### src/rtl/mram_burst_ctrl_if.sv
// Command / write-stream / read-stream bundle between the datapath and mram_burst_ctrl.
// The datapath is the master; the controller is the slave.
interface mram_burst_ctrl_if #(
    parameter int ADDR_W = 20,
    parameter int DATA_W = 16,
    parameter int LEN_W  = 8
) ();
    logic              cmd_valid;
    logic              cmd_ready;
    logic              cmd_write;
    logic [ADDR_W-1:0] cmd_addr;
    logic [LEN_W-1:0]  cmd_len;
    logic [DATA_W-1:0] wr_data;
    logic              wr_valid;
    logic              wr_ready;
    logic [DATA_W-1:0] rd_data;
    logic              rd_valid;
    logic              busy;
    logic              done;

    modport master (
        output cmd_valid, cmd_write, cmd_addr, cmd_len, wr_data, wr_valid,
        input  cmd_ready, wr_ready, rd_data, rd_valid, busy, done
    );

    modport slave (
        input  cmd_valid, cmd_write, cmd_addr, cmd_len, wr_data, wr_valid,
        output cmd_ready, wr_ready, rd_data, rd_valid, busy, done
    );
endinterface

### src/rtl/mram_burst_ctrl.sv
// Burst controller owning all MRAM pins: one command per burst, words streamed in/out,
// every strobe, address and write-data pin registered.
module mram_burst_ctrl #(
    parameter int ADDR_W  = 20,
    parameter int DATA_W  = 16,
    parameter int LEN_W   = 8,
    parameter int WR_HOLD = 1,
    parameter int RD_LAT  = 1
) (
    input  logic              clk,
    input  logic              rst,
    mram_burst_ctrl_if.slave  bus,
    output logic              e_chipEnable_n,
    output logic              g_outputEnable_n,
    output logic              w_writeEnable_n,
    output logic              lb_lowerByteEnable_n,
    output logic              ub_upperByteEnable_n,
    output logic [ADDR_W-1:0] address,
    output logic [DATA_W-1:0] dqi_datainput,
    input  logic [DATA_W-1:0] dqo_dataoutput
);
    localparam int HOLD_MAX = (WR_HOLD > RD_LAT + 1) ? WR_HOLD : RD_LAT + 1;
    localparam int CNT_W    = (HOLD_MAX > 1) ? $clog2(HOLD_MAX) : 1;

    // Strobe vector order: {E, G, W, LB, UB}
    localparam logic [4:0] STB_IDLE  = 5'b11111;
    localparam logic [4:0] STB_WRITE = 5'b01000;
    localparam logic [4:0] STB_READ  = 5'b00100;

    typedef enum logic [2:0] {
        ST_IDLE       = 3'd0,
        ST_WR_WAIT    = 3'd1,
        ST_WR_STROBE  = 3'd2,
        ST_WR_RECOVER = 3'd3,
        ST_RD_STROBE  = 3'd4,
        ST_RD_RECOVER = 3'd5,
        ST_DONE       = 3'd6
    } state_t;

    state_t            state_r, state_s;
    logic [LEN_W-1:0]  remaining_r, remaining_s;
    logic [CNT_W-1:0]  hold_cnt_r, hold_cnt_s;
    logic [ADDR_W-1:0] address_r, address_s;
    logic [DATA_W-1:0] dqi_r, dqi_s;
    logic [DATA_W-1:0] rd_data_r, rd_data_s;
    logic              rd_valid_r, rd_valid_s;
    logic              done_r, done_s;
    logic [4:0]        strobe_r, strobe_s;

    // Next-state and next-output computation; registered outputs follow the next state.
    always_comb begin
        state_s     = state_r;
        remaining_s = remaining_r;
        hold_cnt_s  = hold_cnt_r;
        address_s   = address_r;
        dqi_s       = dqi_r;
        rd_data_s   = rd_data_r;
        rd_valid_s  = 1'b0;
        done_s      = 1'b0;
        strobe_s    = STB_IDLE;

        case (state_r)
            ST_IDLE: begin
                if (bus.cmd_valid) begin
                    address_s   = bus.cmd_addr;
                    remaining_s = bus.cmd_len;
                    hold_cnt_s  = {CNT_W{1'b0}};
                    state_s     = bus.cmd_write ? ST_WR_WAIT : ST_RD_STROBE;
                end else begin
                    state_s = ST_IDLE;
                end
            end
            ST_WR_WAIT: begin
                if (bus.wr_valid) begin
                    dqi_s      = bus.wr_data;
                    hold_cnt_s = {CNT_W{1'b0}};
                    state_s    = ST_WR_STROBE;
                end else begin
                    state_s = ST_WR_WAIT;
                end
            end
            ST_WR_STROBE: begin
                if (hold_cnt_r == CNT_W'(WR_HOLD - 1)) begin
                    state_s = ST_WR_RECOVER;
                end else begin
                    hold_cnt_s = hold_cnt_r + CNT_W'(1);
                end
            end
            ST_RD_STROBE: begin
                // Data is sampled on the edge that ends the final strobe cycle.
                if (hold_cnt_r == CNT_W'(RD_LAT)) begin
                    rd_data_s  = dqo_dataoutput;
                    rd_valid_s = 1'b1;
                    state_s    = ST_RD_RECOVER;
                end else begin
                    hold_cnt_s = hold_cnt_r + CNT_W'(1);
                end
            end
            ST_WR_RECOVER, ST_RD_RECOVER: begin
                if (remaining_r == {LEN_W{1'b0}}) begin
                    state_s = ST_DONE;
                end else begin
                    remaining_s = remaining_r - LEN_W'(1);
                    address_s   = address_r + ADDR_W'(1);
                    hold_cnt_s  = {CNT_W{1'b0}};
                    state_s     = (state_r == ST_WR_RECOVER) ? ST_WR_WAIT : ST_RD_STROBE;
                end
            end
            ST_DONE: begin
                state_s = ST_IDLE;
            end
            default: begin
                state_s = ST_IDLE;
            end
        endcase

        case (state_s)
            ST_WR_STROBE: strobe_s = STB_WRITE;
            ST_RD_STROBE: strobe_s = STB_READ;
            default:      strobe_s = STB_IDLE;
        endcase

        if (state_s == ST_DONE) begin
            done_s = 1'b1;
        end else begin
            done_s = 1'b0;
        end
    end

    // State register.
    always_ff @(posedge clk) begin
        if (rst) begin
            state_r <= ST_IDLE;
        end else begin
            state_r <= state_s;
        end
    end

    // Datapath and pin registers.
    always_ff @(posedge clk) begin
        if (rst) begin
            remaining_r <= {LEN_W{1'b0}};
            hold_cnt_r  <= {CNT_W{1'b0}};
            address_r   <= {ADDR_W{1'b0}};
            dqi_r       <= {DATA_W{1'b0}};
            rd_data_r   <= {DATA_W{1'b0}};
            rd_valid_r  <= 1'b0;
            done_r      <= 1'b0;
            strobe_r    <= STB_IDLE;
        end else begin
            remaining_r <= remaining_s;
            hold_cnt_r  <= hold_cnt_s;
            address_r   <= address_s;
            dqi_r       <= dqi_s;
            rd_data_r   <= rd_data_s;
            rd_valid_r  <= rd_valid_s;
            done_r      <= done_s;
            strobe_r    <= strobe_s;
        end
    end

    assign bus.cmd_ready = (state_r == ST_IDLE);
    assign bus.wr_ready  = (state_r == ST_WR_WAIT);
    assign bus.busy      = (state_r != ST_IDLE);
    assign bus.done      = done_r;
    assign bus.rd_data   = rd_data_r;
    assign bus.rd_valid  = rd_valid_r;

    assign e_chipEnable_n       = strobe_r[4];
    assign g_outputEnable_n     = strobe_r[3];
    assign w_writeEnable_n      = strobe_r[2];
    assign lb_lowerByteEnable_n = strobe_r[1];
    assign ub_upperByteEnable_n = strobe_r[0];
    assign address              = address_r;
    assign dqi_datainput        = dqi_r;
endmodule
### src/flat_wrapper.sv
// flat-port wrapper written by rule: the top's interface ports become plain ports
module mram_burst_ctrl_flat 
#(
    parameter int ADDR_W  = 20,
    parameter int DATA_W  = 16,
    parameter int LEN_W   = 8,
    parameter int WR_HOLD = 1,
    parameter int RD_LAT  = 1
)
  (clk, rst, e_chipEnable_n, g_outputEnable_n, w_writeEnable_n, lb_lowerByteEnable_n, ub_upperByteEnable_n, address, dqi_datainput, dqo_dataoutput, bus_cmd_valid, bus_cmd_write, bus_cmd_addr, bus_cmd_len, bus_wr_data, bus_wr_valid, bus_cmd_ready, bus_wr_ready, bus_rd_data, bus_rd_valid, bus_busy, bus_done);
  mram_burst_ctrl_if #(.ADDR_W(ADDR_W), .DATA_W(DATA_W), .LEN_W(LEN_W)) bus_i ();
  input  logic clk;
  input  logic rst;
  output logic e_chipEnable_n;
  output logic g_outputEnable_n;
  output logic w_writeEnable_n;
  output logic lb_lowerByteEnable_n;
  output logic ub_upperByteEnable_n;
  output logic [ADDR_W-1:0] address;
  output logic [DATA_W-1:0] dqi_datainput;
  input  logic [DATA_W-1:0] dqo_dataoutput;
  input wire logic [$bits(bus_i.cmd_valid)-1:0] bus_cmd_valid;
  input wire logic [$bits(bus_i.cmd_write)-1:0] bus_cmd_write;
  input wire logic [$bits(bus_i.cmd_addr)-1:0] bus_cmd_addr;
  input wire logic [$bits(bus_i.cmd_len)-1:0] bus_cmd_len;
  input wire logic [$bits(bus_i.wr_data)-1:0] bus_wr_data;
  input wire logic [$bits(bus_i.wr_valid)-1:0] bus_wr_valid;
  output wire logic [$bits(bus_i.cmd_ready)-1:0] bus_cmd_ready;
  output wire logic [$bits(bus_i.wr_ready)-1:0] bus_wr_ready;
  output wire logic [$bits(bus_i.rd_data)-1:0] bus_rd_data;
  output wire logic [$bits(bus_i.rd_valid)-1:0] bus_rd_valid;
  output wire logic [$bits(bus_i.busy)-1:0] bus_busy;
  output wire logic [$bits(bus_i.done)-1:0] bus_done;
  assign bus_i.cmd_valid = bus_cmd_valid;
  assign bus_i.cmd_write = bus_cmd_write;
  assign bus_i.cmd_addr = bus_cmd_addr;
  assign bus_i.cmd_len = bus_cmd_len;
  assign bus_i.wr_data = bus_wr_data;
  assign bus_i.wr_valid = bus_wr_valid;
  assign bus_cmd_ready = bus_i.cmd_ready;
  assign bus_wr_ready = bus_i.wr_ready;
  assign bus_rd_data = bus_i.rd_data;
  assign bus_rd_valid = bus_i.rd_valid;
  assign bus_busy = bus_i.busy;
  assign bus_done = bus_i.done;
  mram_burst_ctrl #(.ADDR_W(ADDR_W), .DATA_W(DATA_W), .LEN_W(LEN_W), .WR_HOLD(WR_HOLD), .RD_LAT(RD_LAT)) u_core (.clk(clk), .rst(rst), .bus(bus_i), .e_chipEnable_n(e_chipEnable_n), .g_outputEnable_n(g_outputEnable_n), .w_writeEnable_n(w_writeEnable_n), .lb_lowerByteEnable_n(lb_lowerByteEnable_n), .ub_upperByteEnable_n(ub_upperByteEnable_n), .address(address), .dqi_datainput(dqi_datainput), .dqo_dataoutput(dqo_dataoutput));
endmodule
### config.mk
export PLATFORM = sky130hd
export DESIGN_NAME = mram_burst_ctrl_flat
export DESIGN_NICKNAME = d
export VERILOG_FILES = /design/src/rtl/mram_burst_ctrl_if.sv /design/src/rtl/mram_burst_ctrl.sv /design/src/flat_wrapper.sv
export SDC_FILE = /design/constraint.sdc
export NUM_CORES = 1
export LEC_CHECK = 0
export BUFFER_PORTS_ARGS = -buffer_cell sky130_fd_sc_hd__buf_2
export CAP_MARGIN = 5
export CORE_MARGIN = 4
export CORE_UTILIZATION = 44
export DETAILED_ROUTE_END_ITERATION = 10
export HOLD_SLACK_MARGIN = 0.12
export MAX_ROUTING_LAYER = met4
export PLACE_DENSITY = 0.75
export SLEW_MARGIN = 20
export SYNTH_ARGS = -nofsm -noshare
export SYNTH_HDL_FRONTEND = slang
export SYNTH_SLANG_ARGS = --single-unit
### constraint.sdc
create_clock -name clk -period 2 [get_ports clk]
set_input_delay 0.3 -clock clk [delete_from_list [all_inputs] [get_ports clk]]
set_output_delay 0.3 -clock clk [all_outputs]
set_load 0.01 [all_outputs]
==> flow_summary.yaml, run 1 <==
status:
  outcome: "complete, no violations"
synthesis:
  synth-edff-count: 0
  ys_dominant_reg_cell: "dfxtp_1"
  ys_async_sr_fraction: 0
  yosysMostFrequentCell: "nand2_1"
  ys_seq_area_frac: 0.412
  yosysTopAreaCellShare: 0.412
  syn_inst: 433
  synth_fp_nets: 500
  synth_area_um2: 3350
  ys_types: 55
  synthTopCellsByCount: "nand2_1 (87), dfxtp_1 (69), a21oi_1 (56)"
  yosys_warnings: 0
  synth.largest_area_cell: "dfxtp_1"
  synth_area_leaders: "dfxtp_1 (41%), nand2_1 (9.7%), a21oi_1 (8.4%), o21ai_0 (3.1%), nand3_1 (2.8%)"
  ys_ff_latch: 69
  syn_area_per_cell_um2: 7.74
die:
  dieWidth_um: 95.3
  initial_core_util: 0.457
  pin_count: 127
  dieArea_um2: 9070
  core-area_um2: 7330
  die_y_um: 95.3
  num_rows: 31
place:
  gp_congestion: 0.900
  place_ws_ns: 0.0226
  dp_hpwl_um: 7190
  portBuffers: 126
global_route:
  first_global_vias: 3535
  track_usage: 0.229
  overflow: 0
  grt_pass1_wl_um: 16000
  antenna_found_initial: 0
  grt_max_degree: 33
worst_hold_path:
  hp-class: "in -> reg"
  min_from: "bus_wr_data[7]"
job:
  drv_cap: 0
power:
  power.density_nw_per_um2: 817
  leakagePower_nw: 1.87
  ir_drop_mv: 0.496
critical_path:
  r2r_slack_ns: 0.09
  critPathCapture: "u_core.address[19]$_SDFFE_PP0P_"
  rr_worst_depth: 5
  end_kind: "flip-flop"
  critPathLaunchType: "flip-flop"
  critical_path_class: "reg -> reg"
  cp-startpoint: "u_core.state_r[2]$_SDFF_PP0_"
  crit_path_max_fanout: 6
  cp.required_ns: 2.27
  rr_endpoint: "u_core.address[19]$_SDFFE_PP0P_"
  arrival_ns: 2.18
  timing.rr.start: "u_core.state_r[2]$_SDFF_PP0_"
detailed_routing:
  vias: 3624
  wire_per_inst_um: 14.9
  drt-initial-drc-count: 294
  first_pass_iters: 4
  drc: 0
  drt_wl_total_um: 9910
  postRouteAntennaNets: 0
  viasPerCell: 5.45
clock_network:
  clk_pin_slew_ns: 0.09
  cts_hold_buf: 0
  cts_root_buf: "clkbuf_8"
  cts_max_level: 3
  cts.path.max_buffers: 2
  cts_num_sinks: 69
  cts_buffers: 9
  cts_tree: "done"
  clk_latency_ns: 0.35
sta:
  fmaxAchievable_mhz: 523
  setup_viol: 0
  timing_hold_violations_final: 0
  rsz0062_at_grt: "false"
  period_needed_ns: 1.91
  fin_crit_sh: 0.956
  setup_slack_ns: 0.0882
  worst_pin_slew_ns: 0.548
  clock_skew_ns: 0.0129
  slew_headroom: 0.632
  fin_tns_setup_ns: 0
  drv_slew: 0
  whs_ns: 0.171
layout:
  nNetsFinal: 628
  syn_to_final_growth_pct: 31.8
  fillers: 664
  antenna_cells: 0
  drive_above_1_share: 0.330
-- repair_timing --
item | 4_1_cts | 5_1_grt
resized for setup | 0 | 11
setup buffers | 0 | 1
setup endpoints to repair | 0 | 26
-- worst min-delay path by stage --
stage          slack [ns]  depth (start not counted)                                    to
5_1_grt              0.16                          3    u_core.bus.rd_data[3]$_SDFFE_PP0P_
3_5_place_dp         0.45                          2  u_core.dqi_datainput[0]$_SDFFE_PP0P_
3_3_place_gp         0.44                          2  u_core.dqi_datainput[7]$_SDFFE_PP0P_
6_report             0.17                          3  u_core.dqi_datainput[7]$_SDFFE_PP0P_
4_1_cts              0.15                          3  u_core.dqi_datainput[7]$_SDFFE_PP0P_
2_1_floorplan        0.44                          2    u_core.bus.rd_data[0]$_SDFFE_PP0P_
-- report_power, final --
group	total (mW)	internal [mW]	switching (mW)	leakage (nW)
registers	1.59	1.48	0.110	0.564
clock network	1.18	0.593	0.589	0.102
logic	0.840	0.373	0.468	1.21
-- worst max-delay path: stages (launching register included) --
cell     delay (ns)
dfxtp_1        0.39
or3b_4         0.41
a22oi_4        0.23
nand2_4        0.06
or4_1          0.54
a41oi_2        0.20
-- registers in the layout, summed over array words and instances (netlist names) --
name,cells
u_core.address,20
u_core.bus.done,1
u_core.bus.rd_data,16
u_core.bus.rd_valid,1
u_core.dqi_datainput,16
u_core.hold_cnt_r,1
u_core.remaining_r,8
u_core.state_r,3
u_core.strobe_r,3
-- layer usage --
| metal | GRT usage | part of all wire |
|---|---|---|
| met5 | - | 0 |
| met4 | 0.0841 | 0.017 |
| met3 | 0.0797 | 0.086 |
| met2 | 0.348 | 0.47 |
| met1 | 0.279 | 0.42 |
-- logic make-up (layout without fill, tap and decap cells) --
group / Yosys count / in the layout / share of synthesized area
and+or+nand+nor: 181 / 181 / 0.263
AOI/OAI and AO/OA: 131 / 131 / 0.246
DFF: 69 / 69 / 0.412
buffers and inverters: 46 / 179 / 0.0572
muxes: 3 / 3 / 0.00971
adders and majority gates: 2 / 2 / 0.00747
xor gates and xnor gates: 1 / 1 / 0.00486
-- layout by cell type (no fill, tap or decap), types with 6 or more instances in the layout --
| cell | instances |
|---|---|
| o22ai_1 | 7 |
| dfxtp_1 | 67 |
| o21ai_0 | 21 |
| buf_4 | 23 |
| nor3_1 | 6 |
| clkbuf_8 | 9 |
| a211oi_1 | 11 |
| nand2_1 | 87 |
| nor2_1 | 24 |
| nand3_1 | 19 |
| buf_2 | 126 |
| a21oi_1 | 56 |
| inv_1 | 12 |
| and3_1 | 7 |
-- area by class of cell --
type | instances | area [um2] | share of cell area
clock buffers | 9 | 124 | 0.0281
clock inverters | 7 | 80.1 | 0.0181
inverters | 12 | 45.0 | 0.0102
multi-input cells | 318 | 1820 | 0.413
flip-flops and latches | 69 | 1380 | 0.313
well taps | 99 | 124 | 0.0281
repair buffers | 151 | 835 | 0.189
-- through the flow --
step	cell area, um2	power, mW	utilization	std cells
final	4420	3.61	0.602	665
after global routing	4420	3.79	0.602	665
after CTS	4350	3.60	0.594	664
after detailed placement	4150	2.41	0.566	648
after global placement	4150	2.39	0.566	648
after floorplan	3350	2.09	-	433
Power figures use the tool's default switching activity.
==> run 2, diff against run 1 <==
- RECOVER_POWER: default -> 25
==> flow_summary.yaml, run 2 (synthesis results as in run 1) <==
power:
  p_seq_frac: 0.441
  p_total_mw: 3.60
  p_sw_mw: 1.16
  p_comb_frac: 0.231
  leakagePower_nw: 1.75
  p_clk_frac: 0.328
  ir_drop_mv: 0.494
  swShare: 0.323
  power.density_nw_per_um2: 823
  internal-power_mw: 2.44
global_route:
  grt_max_degree: 33
  track_usage: 0.229
  overflow: 0
  antenna_found_initial: 0
  grt_pass1_wl_um: 16000
  first_global_vias: 3535
critical_path:
  end_kind: "flip-flop"
  r2r_slack_ns: 0.1
  crit_path_max_fanout: 6
  rr_worst_depth: 5
  arrival_ns: 2.18
  cp_slowest_cell: "or4_1"
  path_cells: "or3b_4, a22oi_4, nand2_4, or4_1, a41oi_2"
  critPathLaunchType: "flip-flop"
  cpPeakStageDelay_ns: 0.54
  timing.rr.start: "u_core.state_r[2]$_SDFF_PP0_"
  cp.required_ns: 2.27
  critical_path_class: "reg -> reg"
  rr_endpoint: "u_core.address[19]$_SDFFE_PP0P_"
layout:
  fin_util: 0.597
  nNetsFinal: 628
  fin_cells: 665
  syn_to_final_growth_pct: 30.6
  largest_reg_flops: 20
  antenna_cells: 0
  final_common_cell: "buf_2"
  drive_above_1_share: 0.274
  final_cell_mix: "buf_2 (94), nand2_1 (87), dfxtp_1 (67)"
place:
  portBuffers: 126
  dp_cells: 648
  dp_hpwl_um: 7190
  gp_congestion: 0.900
die:
  die_y_um: 95.3
  core-area_um2: 7330
  dieArea_um2: 9070
  initial_core_util: 0.457
  dieWidth_um: 95.3
  num_rows: 31
  pin_count: 127
detailed_routing:
  drt-initial-drc-count: 306
  drt_wl_total_um: 9860
  first_pass_iters: 4
  wire_per_inst_um: 14.8
  vias: 3622
  viasPerCell: 5.45
  drc: 0
  postRouteAntennaNets: 0
clock_network:
  cts_root_buf: "clkbuf_8"
  cts_hold_buf: 0
  cts_buffers: 9
  clk_pin_slew_ns: 0.08
  cts_num_sinks: 69
  cts_max_level: 3
  clk_latency_ns: 0.35
  cts.path.max_buffers: 2
  cts_tree: "done"
sta:
  period_needed_ns: 1.90
  timing_hold_violations_final: 0
  setup_viol: 0
  whs_ns: 0.174
  worst_pin_slew_ns: 0.535
  fmaxAchievable_mhz: 525
  clock_skew_ns: 0.0121
  slew_headroom: 0.640
  drv_slew: 0
  fin_crit_sh: 0.952
  rsz0062_at_grt: "false"
  fin_tns_setup_ns: 0
job:
  drv_cap: 0
worst_hold_path:
  hp-class: "in -> reg"
  hold_depth: 3
  min_from: "bus_wr_data[7]"
  hold_end: "u_core.dqi_datainput[7]$_SDFFE_PP0P_"
status:
  outcome: "complete, no violations"
## run 2: how the worst max path moves through the flow
stage / from / end / slack (ns) / depth (start not counted)
after floorplan: u_core.remaining_r[0]$_SDFFE_PP0P_ / u_core.address[3]$_SDFFE_PP0P_ / 0.06 / 9
after global placement: u_core.remaining_r[0]$_SDFFE_PP0P_ / u_core.strobe_r[1]$_SDFF_PP1_ / 0.11 / 8
after detailed placement: u_core.remaining_r[0]$_SDFFE_PP0P_ / u_core.strobe_r[1]$_SDFF_PP1_ / 0.02 / 8
after CTS: u_core.remaining_r[0]$_SDFFE_PP0P_ / u_core.strobe_r[1]$_SDFF_PP1_ / 0.006 / 8
after global routing: u_core.remaining_r[0]$_SDFFE_PP0P_ / u_core.strobe_r[1]$_SDFF_PP1_ / 0.001 / 8
final: u_core.state_r[2]$_SDFF_PP0_ / u_core.address[19]$_SDFFE_PP0P_ / 0.1 / 5
## run 2: power groups by stage
| stage | clock network (mW) | registers (mW) | logic, mW |
|---|---|---|---|
| 4_1_cts | 1.22 | 1.58 | 0.805 |
| 3_3_place_gp | 0 | 1.60 | 0.782 |
| 5_1_grt | 1.26 | 1.60 | 0.921 |
| 3_5_place_dp | 0 | 1.61 | 0.802 |
| 2_1_floorplan | 0 | 1.63 | 0.455 |
| 6_report | 1.18 | 1.59 | 0.833 |
## run 2: metrics by stage
stage          area, um2  setup slack, ns
2_1_floorplan       3350           0.0604
3_3_place_gp        4150            0.108
3_5_place_dp        4150           0.0226
4_1_cts             4350          0.00604
5_1_grt             4380          0.00145
6_report            4380           0.0953
## run 2: timing repair
| action | in CTS | in global routing |
|---|---|---|
| endpoints found under the setup margin | 0 | 26 |
| gates resized for setup | 0 | 11 |
| buffers inserted | 0 | 1 |
## run 2: critical path: cells and delay by family (launching register included)
family / cells / cell delay, ns
AO/OA/AOI/OAI: 2 / 0.43
flip-flops: 1 / 0.39
AND/OR/NAND/NOR: 3 / 1.01
## run 2: cell type report
cell class / instances / area (um2)
well taps: 99 / 124
fillers: 682 / 2960
multi-input cells: 318 / 1820
flip-flops and latches: 69 / 1380
inverters: 12 / 45.0
clock inverters: 7 / 80.1
repair buffers: 151 / 795
clock buffers: 9 / 124
## run 2: routing by layer
layer  wire length [um]  up-vias  track usage
met1               4130     1657        0.279
met2               4710      152        0.348
li1                   -     1799            -
met4                172        0       0.0841
met3                849       14       0.0797
met5                  0        -            -
